## src/rtl/ps2_pkg.sv

```systemverilog
// Shared definitions for the PS/2 host/device paths: FSM encoding, command
// bytes and the frame parity helper.
package ps2_pkg;

  typedef enum logic [2:0] {
    ST_IDLE,
    ST_INHIBIT,
    ST_REQ,
    ST_SEND,
    ST_ACK,
    ST_WAIT_IDLE,
    ST_FAIL
  } state_t;

  localparam logic [7:0] PS2_CMD_LED       = 8'hED;
  localparam logic [7:0] PS2_CMD_RESET     = 8'hFF;
  localparam logic [7:0] PS2_CMD_TYPEMATIC = 8'hF3;
  localparam logic [7:0] PS2_ACK           = 8'hFA;

  // PS/2 frames carry odd parity: data bits plus parity bit have an odd count of ones.
  function automatic logic odd_parity(input logic [7:0] d);
    return ~^d;
  endfunction

  function automatic int max3(input int a, input int b, input int c);
    int m;
    m = (a > b) ? a : b;
    return (m > c) ? m : c;
  endfunction

endpackage

```

## src/rtl/ps2_sync_edge.sv

```systemverilog
// Two-flop synchronizer for one PS/2 line plus a one-cycle falling-edge strobe
// derived from the synchronized level.
module ps2_sync_edge (
  input  logic clk,
  input  logic rst,
  input  logic pin,
  output logic sync,
  output logic fall
);

  logic meta_q, meta_d;
  logic sync_q, sync_d;
  logic prev_q, prev_d;

  always_comb begin
    meta_d = pin;
    sync_d = meta_q;
    prev_d = sync_q;
  end

  // NOTE: reset to 1 (the idle bus level) so leaving reset never fakes a falling edge.
  always_ff @(posedge clk) begin
    if (rst) begin
      meta_q <= 1'b1;
      sync_q <= 1'b1;
      prev_q <= 1'b1;
    end else begin
      meta_q <= meta_d;
      sync_q <= sync_d;
      prev_q <= prev_d;
    end
  end

  assign sync = sync_q;
  assign fall = prev_q & ~sync_q;

endmodule

```

## src/rtl/ps2_host_tx.sv

```systemverilog
// Host-to-device PS/2 command transmitter: inhibits the bus, requests to send,
// shifts one byte plus odd parity on device clock edges and checks the ack.
module ps2_host_tx
  import ps2_pkg::*;
#(
  parameter int INHIBIT_CYCLES = 2500,
  parameter int START_TIMEOUT  = 375000,
  parameter int XFER_TIMEOUT   = 50000
) (
  input  logic       clk,
  input  logic       rst,
  input  logic [7:0] tx_data,
  input  logic       tx_valid,
  output logic       tx_ready,
  input  logic       kbd_clk_in,
  input  logic       kbd_data_in,
  output logic       kbd_clk_oe,
  output logic       kbd_data_oe,
  output logic       busy,
  output logic       done,
  output logic       err
);

  localparam int CNT_MAX = max3(START_TIMEOUT, INHIBIT_CYCLES, XFER_TIMEOUT);
  localparam int CNT_W   = $clog2(CNT_MAX + 1);

  state_t           state_q, state_d;
  logic [CNT_W-1:0] cnt_q, cnt_d;
  logic [3:0]       bitn_q, bitn_d;
  logic [7:0]       sh_q, sh_d;
  logic             par_q, par_d;
  logic             clk_oe_q, clk_oe_d;
  logic             data_oe_q, data_oe_d;
  logic             done_q, done_d;
  logic             err_q, err_d;

  logic       clk_sync, clk_fall;
  logic       data_sync, data_fall_unused;
  logic [8:0] frame_d;

  ps2_sync_edge u_clk_sync (
    .clk  (clk),
    .rst  (rst),
    .pin  (kbd_clk_in),
    .sync (clk_sync),
    .fall (clk_fall)
  );

  ps2_sync_edge u_data_sync (
    .clk  (clk),
    .rst  (rst),
    .pin  (kbd_data_in),
    .sync (data_sync),
    .fall (data_fall_unused)
  );

  // State register: all state and every output is a flop.
  always_ff @(posedge clk) begin
    if (rst) begin
      state_q   <= ST_IDLE;
      cnt_q     <= '0;
      bitn_q    <= '0;
      sh_q      <= '0;
      par_q     <= 1'b0;
      clk_oe_q  <= 1'b0;
      data_oe_q <= 1'b0;
      done_q    <= 1'b0;
      err_q     <= 1'b0;
    end else begin
      state_q   <= state_d;
      cnt_q     <= cnt_d;
      bitn_q    <= bitn_d;
      sh_q      <= sh_d;
      par_q     <= par_d;
      clk_oe_q  <= clk_oe_d;
      data_oe_q <= data_oe_d;
      done_q    <= done_d;
      err_q     <= err_d;
    end
  end

  // Next-state logic. A device edge always takes priority over an expiring
  // counter; the transfer timeout spans the whole frame, not each bit.
  always_comb begin
    // NOTE: every comb output gets a default first so no path can infer a latch.
    state_d = state_q;
    cnt_d   = cnt_q;
    bitn_d  = bitn_q;
    sh_d    = sh_q;
    par_d   = par_q;

    if (state_q != ST_IDLE && state_q != ST_FAIL) cnt_d = cnt_q - CNT_W'(1);

    case (state_q)
      ST_IDLE: begin
        if (tx_valid) begin
          state_d = ST_INHIBIT;
          cnt_d   = CNT_W'(INHIBIT_CYCLES - 1);
          sh_d    = tx_data;
          par_d   = odd_parity(tx_data);
        end
      end
      ST_INHIBIT: begin
        if (cnt_q == '0) begin
          state_d = ST_REQ;
          cnt_d   = CNT_W'(START_TIMEOUT - 1);
        end
      end
      ST_REQ: begin
        if (clk_fall) begin
          state_d = ST_SEND;
          bitn_d  = 4'd1;
          cnt_d   = CNT_W'(XFER_TIMEOUT - 1);
        end else if (cnt_q == '0) begin
          state_d = ST_FAIL;
        end
      end
      ST_SEND: begin
        if (clk_fall) begin
          bitn_d = bitn_q + 4'd1;
          if (bitn_q == 4'd9) state_d = ST_ACK;
        end else if (cnt_q == '0) begin
          state_d = ST_FAIL;
        end
      end
      ST_ACK: begin
        if (clk_fall) state_d = data_sync ? ST_FAIL : ST_WAIT_IDLE;
        else if (cnt_q == '0) state_d = ST_FAIL;
      end
      ST_WAIT_IDLE: begin
        if (clk_sync && data_sync) state_d = ST_IDLE;
        else if (cnt_q == '0) state_d = ST_FAIL;
      end
      ST_FAIL: state_d = ST_IDLE;
      default: state_d = ST_IDLE;
    endcase
  end

  // Output logic, decoded from the next state so the pins change together
  // with the state they belong to. In SEND, bit index bitn-1 is on the line
  // (0..7 data, 8 parity).
  assign frame_d = {par_d, sh_d};

  always_comb begin
    clk_oe_d  = (state_d == ST_INHIBIT);
    data_oe_d = 1'b0;
    done_d    = (state_q == ST_WAIT_IDLE) && (state_d == ST_IDLE);
    err_d     = (state_d == ST_FAIL);
    case (state_d)
      ST_REQ:  data_oe_d = 1'b1;
      ST_SEND: data_oe_d = ~frame_d[bitn_d - 4'd1];
      default: data_oe_d = 1'b0;
    endcase
  end

  assign tx_ready    = (state_q == ST_IDLE);
  assign busy        = (state_q != ST_IDLE);
  assign kbd_clk_oe  = clk_oe_q;
  assign kbd_data_oe = data_oe_q;
  assign done        = done_q;
  assign err         = err_q;

endmodule

```

## config.mk

```make
export PLATFORM = sky130hd
export DESIGN_NAME = ps2_host_tx
export DESIGN_NICKNAME = d
export VERILOG_FILES = /design/src/rtl/ps2_pkg.sv /design/src/rtl/ps2_sync_edge.sv /design/src/rtl/ps2_host_tx.sv
export SDC_FILE = /design/constraint.sdc
export NUM_CORES = 1
export LEC_CHECK = 0
export ABC_AREA = 1
export BUFFER_PORTS_ARGS = -buffer_cell sky130_fd_sc_hd__buf_2
export CORE_ASPECT_RATIO = 2
export CORE_MARGIN = 2
export CORE_UTILIZATION = 63
export CTS_BUF_LIST = sky130_fd_sc_hd__clkbuf_8
export DETAILED_ROUTE_END_ITERATION = 12
export HOLD_SLACK_MARGIN = 0.12
export PLACE_DENSITY = 0.82
export RECOVER_POWER = 25
export SKIP_CTS_REPAIR_TIMING = 1
export SLEW_MARGIN = 0
export SYNTH_ARGS = -nofsm -noshare
export SYNTH_HDL_FRONTEND = slang
export SYNTH_HIERARCHICAL = 1
export SYNTH_SLANG_ARGS = --single-unit
```

## constraint.sdc

```tcl
create_clock -name clk -period 2.53 [get_ports clk]
set_input_delay 0.1265 -clock clk [delete_from_list [all_inputs] [get_ports clk]]
set_output_delay 0.1265 -clock clk [all_outputs]
set_load 0.02 [all_outputs]
```

==> results.py, run 1 <==
metrics = {
    "outcome": {
        "status": "complete, no violations",
    },
    "power": {
        "ir_worst_vdd_uv": 525,
        "leakagePower_uw": 0.00150,
        "p_per_area_nw_per_um2": 636,
    },
    "finish": {
        "syn2layout_area_growth_pct": 8.64,
        "layout.nets": 471,
        "antenna_cells": 0,
        "fin_cells": 506,
        "fill_cells": 394,
        "drive_gt1_share_pct": 9.91,
        "final_util_pct": 71.2,
    },
    "detailed_routing": {
        "vias": 2586,
        "route.detailed.drc": 0,
        "first_iter_violations": 51,
        "postRouteAntennaNets": 0,
        "firstDrtPassIters": 4,
        "viasPerCell": 5.11,
        "wirelength_mm": 5.96,
        "post_drt_wl_per_cell_microns": 11.8,
    },
    "sta": {
        "period_share_pct": 84.7,
        "hold_viol_final": 0,
        "finalSetupTns_ns": 0,
        "fin_crit_ns": 2.14,
        "rsz0062_at_grt": "false",
        "fmax_mhz": 466,
        "timing.final.ws_setup_ns": 0.386,
        "slew_violations": 0,
        "setup_viol": 0,
        "skew_ns": 0.0101,
        "worst_pin_slew_ns": 1.26,
        "maxSlewHeadroom_pct": 16.1,
    },
    "worst_setup_path": {
        "worstRegToRegCells": 17,
        "required_ns": 2.73,
        "end_kind": "flop",
        "r2r-start": "u_clk_sync/prev_q",
        "criticalPathCategory": "flop to flop",
        "startpoint_type": "flop",
        "cp_data_arrival_time_ns": 2.34,
        "worst-path-max-fanout": 9,
        "worstReg2RegEnd": "kbd_data_oe",
        "rrSetupSlack_ns": 0.39,
    },
    "grt": {
        "grt_overflow_total": 0,
        "grt_pass1_vias": 2433,
        "antenna_found_initial": 0,
        "grt_pass1_wl_mm": 10.0,
        "gr-usage-all-layers_pct": 27.2,
        "grt_max_degree": 28,
    },
    "floorplan": {
        "initial_core_util_pct": 65.5,
        "core_area_sq_um": 4090,
        "dieArea_sq_um": 4820,
        "core.rowCount": 33,
        "die_h_microns": 96.2,
        "boundaryPins": 19,
        "die_w_microns": 50.1,
    },
    "place": {
        "placed_cells": 496,
        "place_hpwl_mm": 4.64,
        "place_ws_ns": 0.426,
        "gp_congestion": 0.850,
        "io_buffers": 18,
    },
    "synthesis": {
        "syn_nets": 448,
        "yosysWarnings": 6,
        "avgSynthCellArea_sq_um": 6.23,
        "synth_cells": 430,
        "syn_area_sq_um": 2680,
    },
    "clock_network": {
        "numCtsBuffers": 5,
        "root_buffer": "clkbuf_8",
        "tritoncts": "yes",
        "cts-htree-levels": 2,
        "insertion_delay_ns": 0.31,
        "cts.sinks": 44,
        "cts.path.max_buffers": 2,
        "clk_pin_slew_ns": 0.08,
    },
    "min_path": {
        "hold_start": "tx_data[3]",
        "min_to": "sh_q[3]",
        "whs_path_depth": 3,
        "min_path_type": "primary input to flop",
    },
    "run": {
        "maxCapViolCount": 0,
    },
}
## worst max-delay path by stage
stage	from	end	slack, ns
3_5_place_dp	u_clk_sync/prev_q	kbd_data_oe	0.43
4_1_cts	u_clk_sync/prev_q	kbd_data_oe	0.39
3_3_place_gp	u_clk_sync/sync	kbd_data_oe	0.49
5_1_grt	u_clk_sync/prev_q	kbd_data_oe	0.14
2_1_floorplan	u_clk_sync/sync	kbd_data_oe	0.51
6_report	u_clk_sync/prev_q	kbd_data_oe	0.39
## sequential cells by signal, indices dropped and copies added (netlist names), 3 cells and up
signal   cells
sh_q         8
cnt_q       19
state_q      3
bitn_q       4
## critical path, stage by stage (launching register included)
cell	delay, ns
dfxtp_1	0.33
inv_1	0.04
nor2_1	0.12
inv_1	0.12
ha_1	0.29
nand2_1	0.09
nand2_1	0.08
nor2_4	0.19
ha_1	0.20
inv_1	0.04
nand2_1	0.06
nand2_1	0.08
nor2_1	0.11
nand3_1	0.07
nand2_1	0.06
nand2_1	0.04
nor2_1	0.09
nor2_1	0.04
## cell type report
cell class / count / area [sq um] / share of cell area, %
multi-input combinational: 316 / 1510 / 51.9
clock buffer: 6 / 82.6 / 2.84
sequential: 44 / 881 / 30.3
tap: 52 / 65.1 / 2.24
inverter: 65 / 249 / 8.56
clock inverter: 2 / 11.3 / 0.387
timing repair buffer: 21 / 111 / 3.83
## through the flow
stage / cell area (sq um) / hold WS (ns) / power (uW)
3_5_place_dp: 2820 / 0.311 / 1400
3_3_place_gp: 2820 / 0.303 / 1390
5_1_grt: 2910 / 0.164 / 1970
2_1_floorplan: 2680 / 0.218 / 1270
6_report: 2910 / 0.135 / 1850
4_1_cts: 2910 / -0.00332 / 1860
## cell usage in the layout, fill, tap and decap left out, drive strengths merged
cell / n
a31oi: 3
buf: 14
nand4: 2
nor4: 1
and3: 1
clkinvlp: 1
nand2: 151
xnor2: 4
ha: 5
o21bai: 1
a21oi: 14
nor3b: 1
inv: 66
dfxtp: 44
nor2: 64
xor2: 7
nand3: 31
dlygate4sd3: 2
o21ai: 16
or2: 4
clkbuf: 11
a31o: 1
a21boi: 1
nor3: 8
o21a: 1
## per-layer routing
| metal | up-vias | wire length [microns] | GRT usage, % |
|---|---|---|---|
| met5 | - | 0 | 0 |
| met4 | 0 | 227 | 15.5 |
| met3 | 18 | 126 | 4.35 |
| met2 | 44 | 3380 | 54.7 |
| met1 | 1159 | 2230 | 24.2 |
| li1 | 1365 | - | - |
## where the power goes
group	leakage, uW	internal, uW	switching [uW]
combinational	0.00109	192	380
sequential	0.000360	756	56.6
clock	0.0000486	218	247
No activity file was read; power rests on OpenSTA's default activity.
==> run 2, diff against run 1 <==
clock period = 2.1 ns   (was 2.53 ns; I/O delays follow)
==> results.py, run 2 (synthesis results as in run 1) <==
metrics = {
    "power": {
        "totalPowerFinal_uw": 2210,
        "ir_worst_vdd_uv": 527,
        "p_per_area_nw_per_um2": 744,
        "leakagePower_uw": 0.00152,
    },
    "grt": {
        "gr-usage-all-layers_pct": 28.4,
        "grt_pass1_wl_mm": 10.4,
        "grt_max_degree": 19,
        "grt_overflow_total": 0,
        "antenna_found_initial": 0,
        "grt_pass1_vias": 2468,
    },
    "sta": {
        "skew_ns": 0.00969,
        "slew_violations": 0,
        "fmax_mhz": 524,
        "finalSetupTns_ns": 0,
        "setup_viol": 0,
        "rsz0062_at_grt": "false",
        "worst_pin_slew_ns": 0.494,
        "period_share_pct": 90.8,
        "hold_viol_final": 0,
        "maxSlewHeadroom_pct": 66.9,
        "fin_crit_ns": 1.91,
        "holdWs_ns": 0.117,
    },
    "clock_network": {
        "insertion_delay_ns": 0.30,
        "cts.sinks": 44,
        "cts.path.max_buffers": 2,
        "root_buffer": "clkbuf_8",
        "numCtsBuffers": 5,
        "clk_pin_slew_ns": 0.09,
        "tritoncts": "yes",
        "cts-htree-levels": 2,
    },
    "finish": {
        "layout_commonest_cell": "nand2_1",
        "stdcell_area_sq_um": 2970,
        "fill_cells": 355,
        "final_cell_mix": "nand2_1, inv_1, nor2_1, dfxtp_1, nand3_1",
        "antenna_cells": 0,
        "reg.largest.list": "cnt_q (19), sh_q (8), bitn_q (4)",
        "regMostFlops": "cnt_q",
        "multi_input_comb_area_sq_um": 1540,
        "largest_reg_flops": 19,
        "seqCellArea_sq_um": 885,
        "layout.nets": 476,
        "syn2layout_area_growth_pct": 10.7,
        "drive_gt1_share_pct": 12.7,
        "final_util_pct": 72.5,
    },
    "worst_setup_path": {
        "rrSetupSlack_ns": 0.19,
        "criticalPathCategory": "flop to flop",
        "cp_data_arrival_time_ns": 2.14,
        "end_kind": "flop",
        "worst-path-max-fanout": 4,
        "worstReg2RegEnd": "cnt_q[6]",
        "cp-startpoint": "cnt_q[0]",
        "required_ns": 2.34,
        "startpoint_type": "flop",
        "r2r-start": "cnt_q[0]",
        "worstRegToRegCells": 9,
    },
    "min_path": {
        "hold_start": "tx_data[1]",
        "min_path_type": "primary input to flop",
        "whs_path_depth": 3,
        "min_to": "sh_q[1]",
    },
    "outcome": {
        "status": "complete, no violations",
    },
    "detailed_routing": {
        "post_drt_wl_per_cell_microns": 12.2,
        "route.detailed.drc": 0,
        "met1_length_mm": 2.23,
        "highest_layer": "met4",
        "first_iter_violations": 53,
        "viasPerCell": 5.12,
        "wl_met2_mm": 3.57,
        "wirelength_mm": 6.23,
        "vias": 2610,
        "wl_met3_microns": 140,
        "firstDrtPassIters": 5,
        "postRouteAntennaNets": 0,
    },
    "floorplan": {
        "core_area_sq_um": 4090,
        "dieArea_sq_um": 4820,
        "die_h_microns": 96.2,
        "core.rowCount": 33,
        "die_w_microns": 50.1,
        "initial_core_util_pct": 65.5,
        "boundaryPins": 19,
    },
    "place": {
        "place_area_sq_um": 2860,
        "gp_congestion": 0.870,
        "place_hpwl_mm": 5.00,
        "io_buffers": 18,
    },
    "run": {
        "maxCapViolCount": 0,
    },
}
==> run 2: power breakdown <==
part	internal [uW]	leakage, uW	switching, uW	total (uW)
logic	247	0.00112	479	726
registers	912	0.000361	62.9	975
clock network	222	0.0000452	284	506
total	1380	0.00152	826	2210
==> run 2: worst max path at each step <==
stage,to,slack (ns),cells after the start
floorplan,kbd_data_oe,0.08,17
detailed placement,kbd_data_oe,0.14,16
global route,kbd_data_oe,0.01,16
global placement,kbd_data_oe,0.21,14
CTS,kbd_data_oe,0.12,13
finish,cnt_q[6],0.19,9
==> run 2: critical path, stage by stage (launching register included) <==
cell	delay, ns
dfxtp_1	0.32
inv_1	0.12
ha_1	0.19
nand2_1	0.10
nor2_1	0.22
nand3_1	0.13
nor2_1	0.29
nor3_1	0.15
buf_4	0.18
a21oi_1	0.15
==> run 2: per-stage QoR <==
| step | cells | setup WS [ns] |
|---|---|---|
| floorplan | 430 | 0.0780 |
| CTS | 508 | 0.122 |
| finish | 510 | 0.193 |
| global route | 510 | 0.0122 |
| global placement | 501 | 0.214 |
| detailed placement | 501 | 0.145 |
==> run 2: final cells by class <==
cell class                      instances  area share, %
Timing Repair Buffer                   26           5.06
Tap cell                               52           2.19
Sequential cell                        44           29.8
Clock inverter                          2          0.295
Multi-Input combinational cell        316           51.9
Inverter                               65           8.40
Clock buffer                            5           2.32
==> run 2: layer usage <==
metal  vias to the layer above  global-route usage [%]
met5                         -                       0
met4                         0                    19.0
met3                        20                    4.04
met2                        50                    56.4
met1                      1155                    25.2
li1                       1385                       -
==> run 3, diff against run 2 <==
ABC_CLOCK_PERIOD_IN_PS = 2100   (was unset)
CORE_UTILIZATION = 35   (was 63)
PLACE_DENSITY = 0.5   (was 0.82)
==> results.py, run 3 (synthesis results as in run 1) <==
metrics = {
    "power": {
        "power_frac_seq_pct": 43.0,
        "p_int_uw": 1420,
        "leakagePower_uw": 0.00154,
        "combinationalPowerShare_pct": 31.4,
        "p_per_area_nw_per_um2": 736,
        "p_sw_uw": 833,
        "swShare_pct": 36.9,
        "ir_worst_vdd_uv": 387,
        "p_clk_share_pct": 25.6,
    },
    "detailed_routing": {
        "route.detailed.drc": 0,
        "viasPerCell": 4.49,
        "first_iter_violations": 122,
        "vias": 2501,
        "wirelength_mm": 6.11,
        "firstDrtPassIters": 4,
        "post_drt_wl_per_cell_microns": 11.0,
        "postRouteAntennaNets": 0,
    },
    "worst_setup_path": {
        "criticalPathCategory": "flop to flop",
        "path_delay_family": "simple AND/OR/NAND/NOR gates",
        "critPathMaxStageDelay_ns": 0.33,
        "required_ns": 2.34,
        "cp-startpoint": "cnt_q[0]",
        "cp_cell_sequence": "inv_1 -> ha_1 -> nand2_1 -> nor2_1 -> nand3_1 -> nand3_1 -> nand2_1 -> and3_1 -> or2_1 -> nor2_1",
        "startpoint_type": "flop",
        "worst-path-max-fanout": 4,
        "end_kind": "flop",
        "r2r-start": "cnt_q[0]",
        "critPathSlowestCell": "dfxtp_1",
        "cp_data_arrival_time_ns": 2.12,
        "cp_num_buf_inv": 1,
    },
    "finish": {
        "largest_reg_flops": 19,
        "fin_cells": 557,
        "drive_gt1_share_pct": 13.0,
        "stdcell_area_sq_um": 3070,
        "final_cell_mix": "nand2_1, inv_1, nor2_1, dfxtp_1, nand3_1",
        "reg.largest.list": "cnt_q (19), sh_q (8), bitn_q (4)",
        "layout.nets": 480,
        "layout_commonest_cell": "nand2_1",
        "regMostFlops": "cnt_q",
        "syn2layout_area_growth_pct": 14.5,
        "antenna_cells": 0,
    },
    "floorplan": {
        "initial_core_util_pct": 35.8,
        "die_w_microns": 65.9,
        "dieArea_sq_um": 8410,
        "core_area_sq_um": 7490,
        "boundaryPins": 19,
        "die_h_microns": 128,
        "core.rowCount": 45,
    },
    "clock_network": {
        "root_buffer": "clkbuf_8",
        "insertion_delay_ns": 0.31,
        "cts-htree-levels": 2,
        "cts.sinks": 44,
        "tritoncts": "yes",
        "clk_pin_slew_ns": 0.10,
        "numCtsBuffers": 5,
        "cts.path.max_buffers": 2,
    },
    "grt": {
        "grt_pass1_wl_mm": 10.4,
        "gr-usage-all-layers_pct": 16.0,
        "grt_overflow_total": 0,
        "grt_busiest_layer": "met2",
        "antenna_found_initial": 0,
        "met3_usage_pct": 2.63,
        "use_met2_pct": 23.3,
        "grt_util_met1_pct": 23.2,
        "grt_max_degree": 15,
        "grt_pass1_vias": 2186,
    },
    "place": {
        "place_area_sq_um": 2930,
        "gp_congestion": 0.818,
        "place_hpwl_mm": 4.82,
        "io_buffers": 18,
        "placed_cells": 546,
    },
    "sta": {
        "period_share_pct": 89.9,
        "rsz0062_at_grt": "false",
        "hold_viol_final": 0,
        "finalSetupTns_ns": 0,
        "worst_pin_slew_ns": 0.737,
        "fin_crit_ns": 1.89,
        "fmax_mhz": 530,
        "slew_violations": 0,
        "maxSlewHeadroom_pct": 50.9,
        "skew_ns": 0.0188,
        "holdWs_ns": 0.113,
        "setup_viol": 0,
    },
    "min_path": {
        "min_path_type": "primary input to flop",
        "hold_start": "tx_data[3]",
    },
    "run": {
        "maxCapViolCount": 0,
    },
    "outcome": {
        "status": "complete, no violations",
    },
}
## run 3: cell types whose count changed in the layout (fill, tap and decap cells not counted), sizes merged
cell         delta
clkinv          -1
clkbuf          +3
buf             +1
dlygate4sd3     +1
clkinvlp        +1
## run 3: layout make-up
| type | count | area [sq um] |
|---|---|---|
| fill | 822 | 4420 |
| multi-input combinational | 316 | 1550 |
| sequential | 44 | 883 |
| inverter | 65 | 249 |
| timing repair buffer | 30 | 178 |
| tap | 94 | 118 |
| clock buffer | 6 | 82.6 |
| clock inverter | 2 | 11.3 |
## run 3: metrics by stage
step	setup slack (ns)	util (%)	power (uW)
5_1_grt	0.000633	41.0	2420
6_report	0.213	41.0	2260
3_3_place_gp	0.182	39.1	1710
3_5_place_dp	0.152	39.1	1700
4_1_cts	0.120	40.4	2280
2_1_floorplan	0.0780	-	1530
## run 3: path summary, 6_finish.rpt
check | to | slack (ns) | cells past startpoint
min reg2reg | u_data_sync/sync | 0.41 | 2
min | sh_q[3] | 0.11 | 3
max | err | 0.21 | 10
max reg2reg | err | 0.21 | 10
## run 3: worst reg2reg max path, delay by kind of cell (launching register included)
kind          cells  cell delay, ns
fa+ha+maj         1            0.19
simple gates      8            1.15
flops             1            0.33
buf+inv           1            0.13
## run 3: routing by layer
| layer | share of wire (%) | up-vias |
|---|---|---|
| met5 | 0 | - |
| met4 | 1.8 | 0 |
| met3 | 1.9 | 6 |
| met2 | 46 | 20 |
| met1 | 51 | 1082 |
| li1 | - | 1393 |
## run 3: power groups by stage
stage / Clock (uW) / Sequential (uW) / Combinational (uW)
after floorplan: 0 / 978 / 547
after global placement: 0 / 990 / 721
after detailed placement: 0 / 989 / 715
after CTS: 596 / 970 / 717
after global routing: 627 / 981 / 810
final: 577 / 970 / 709
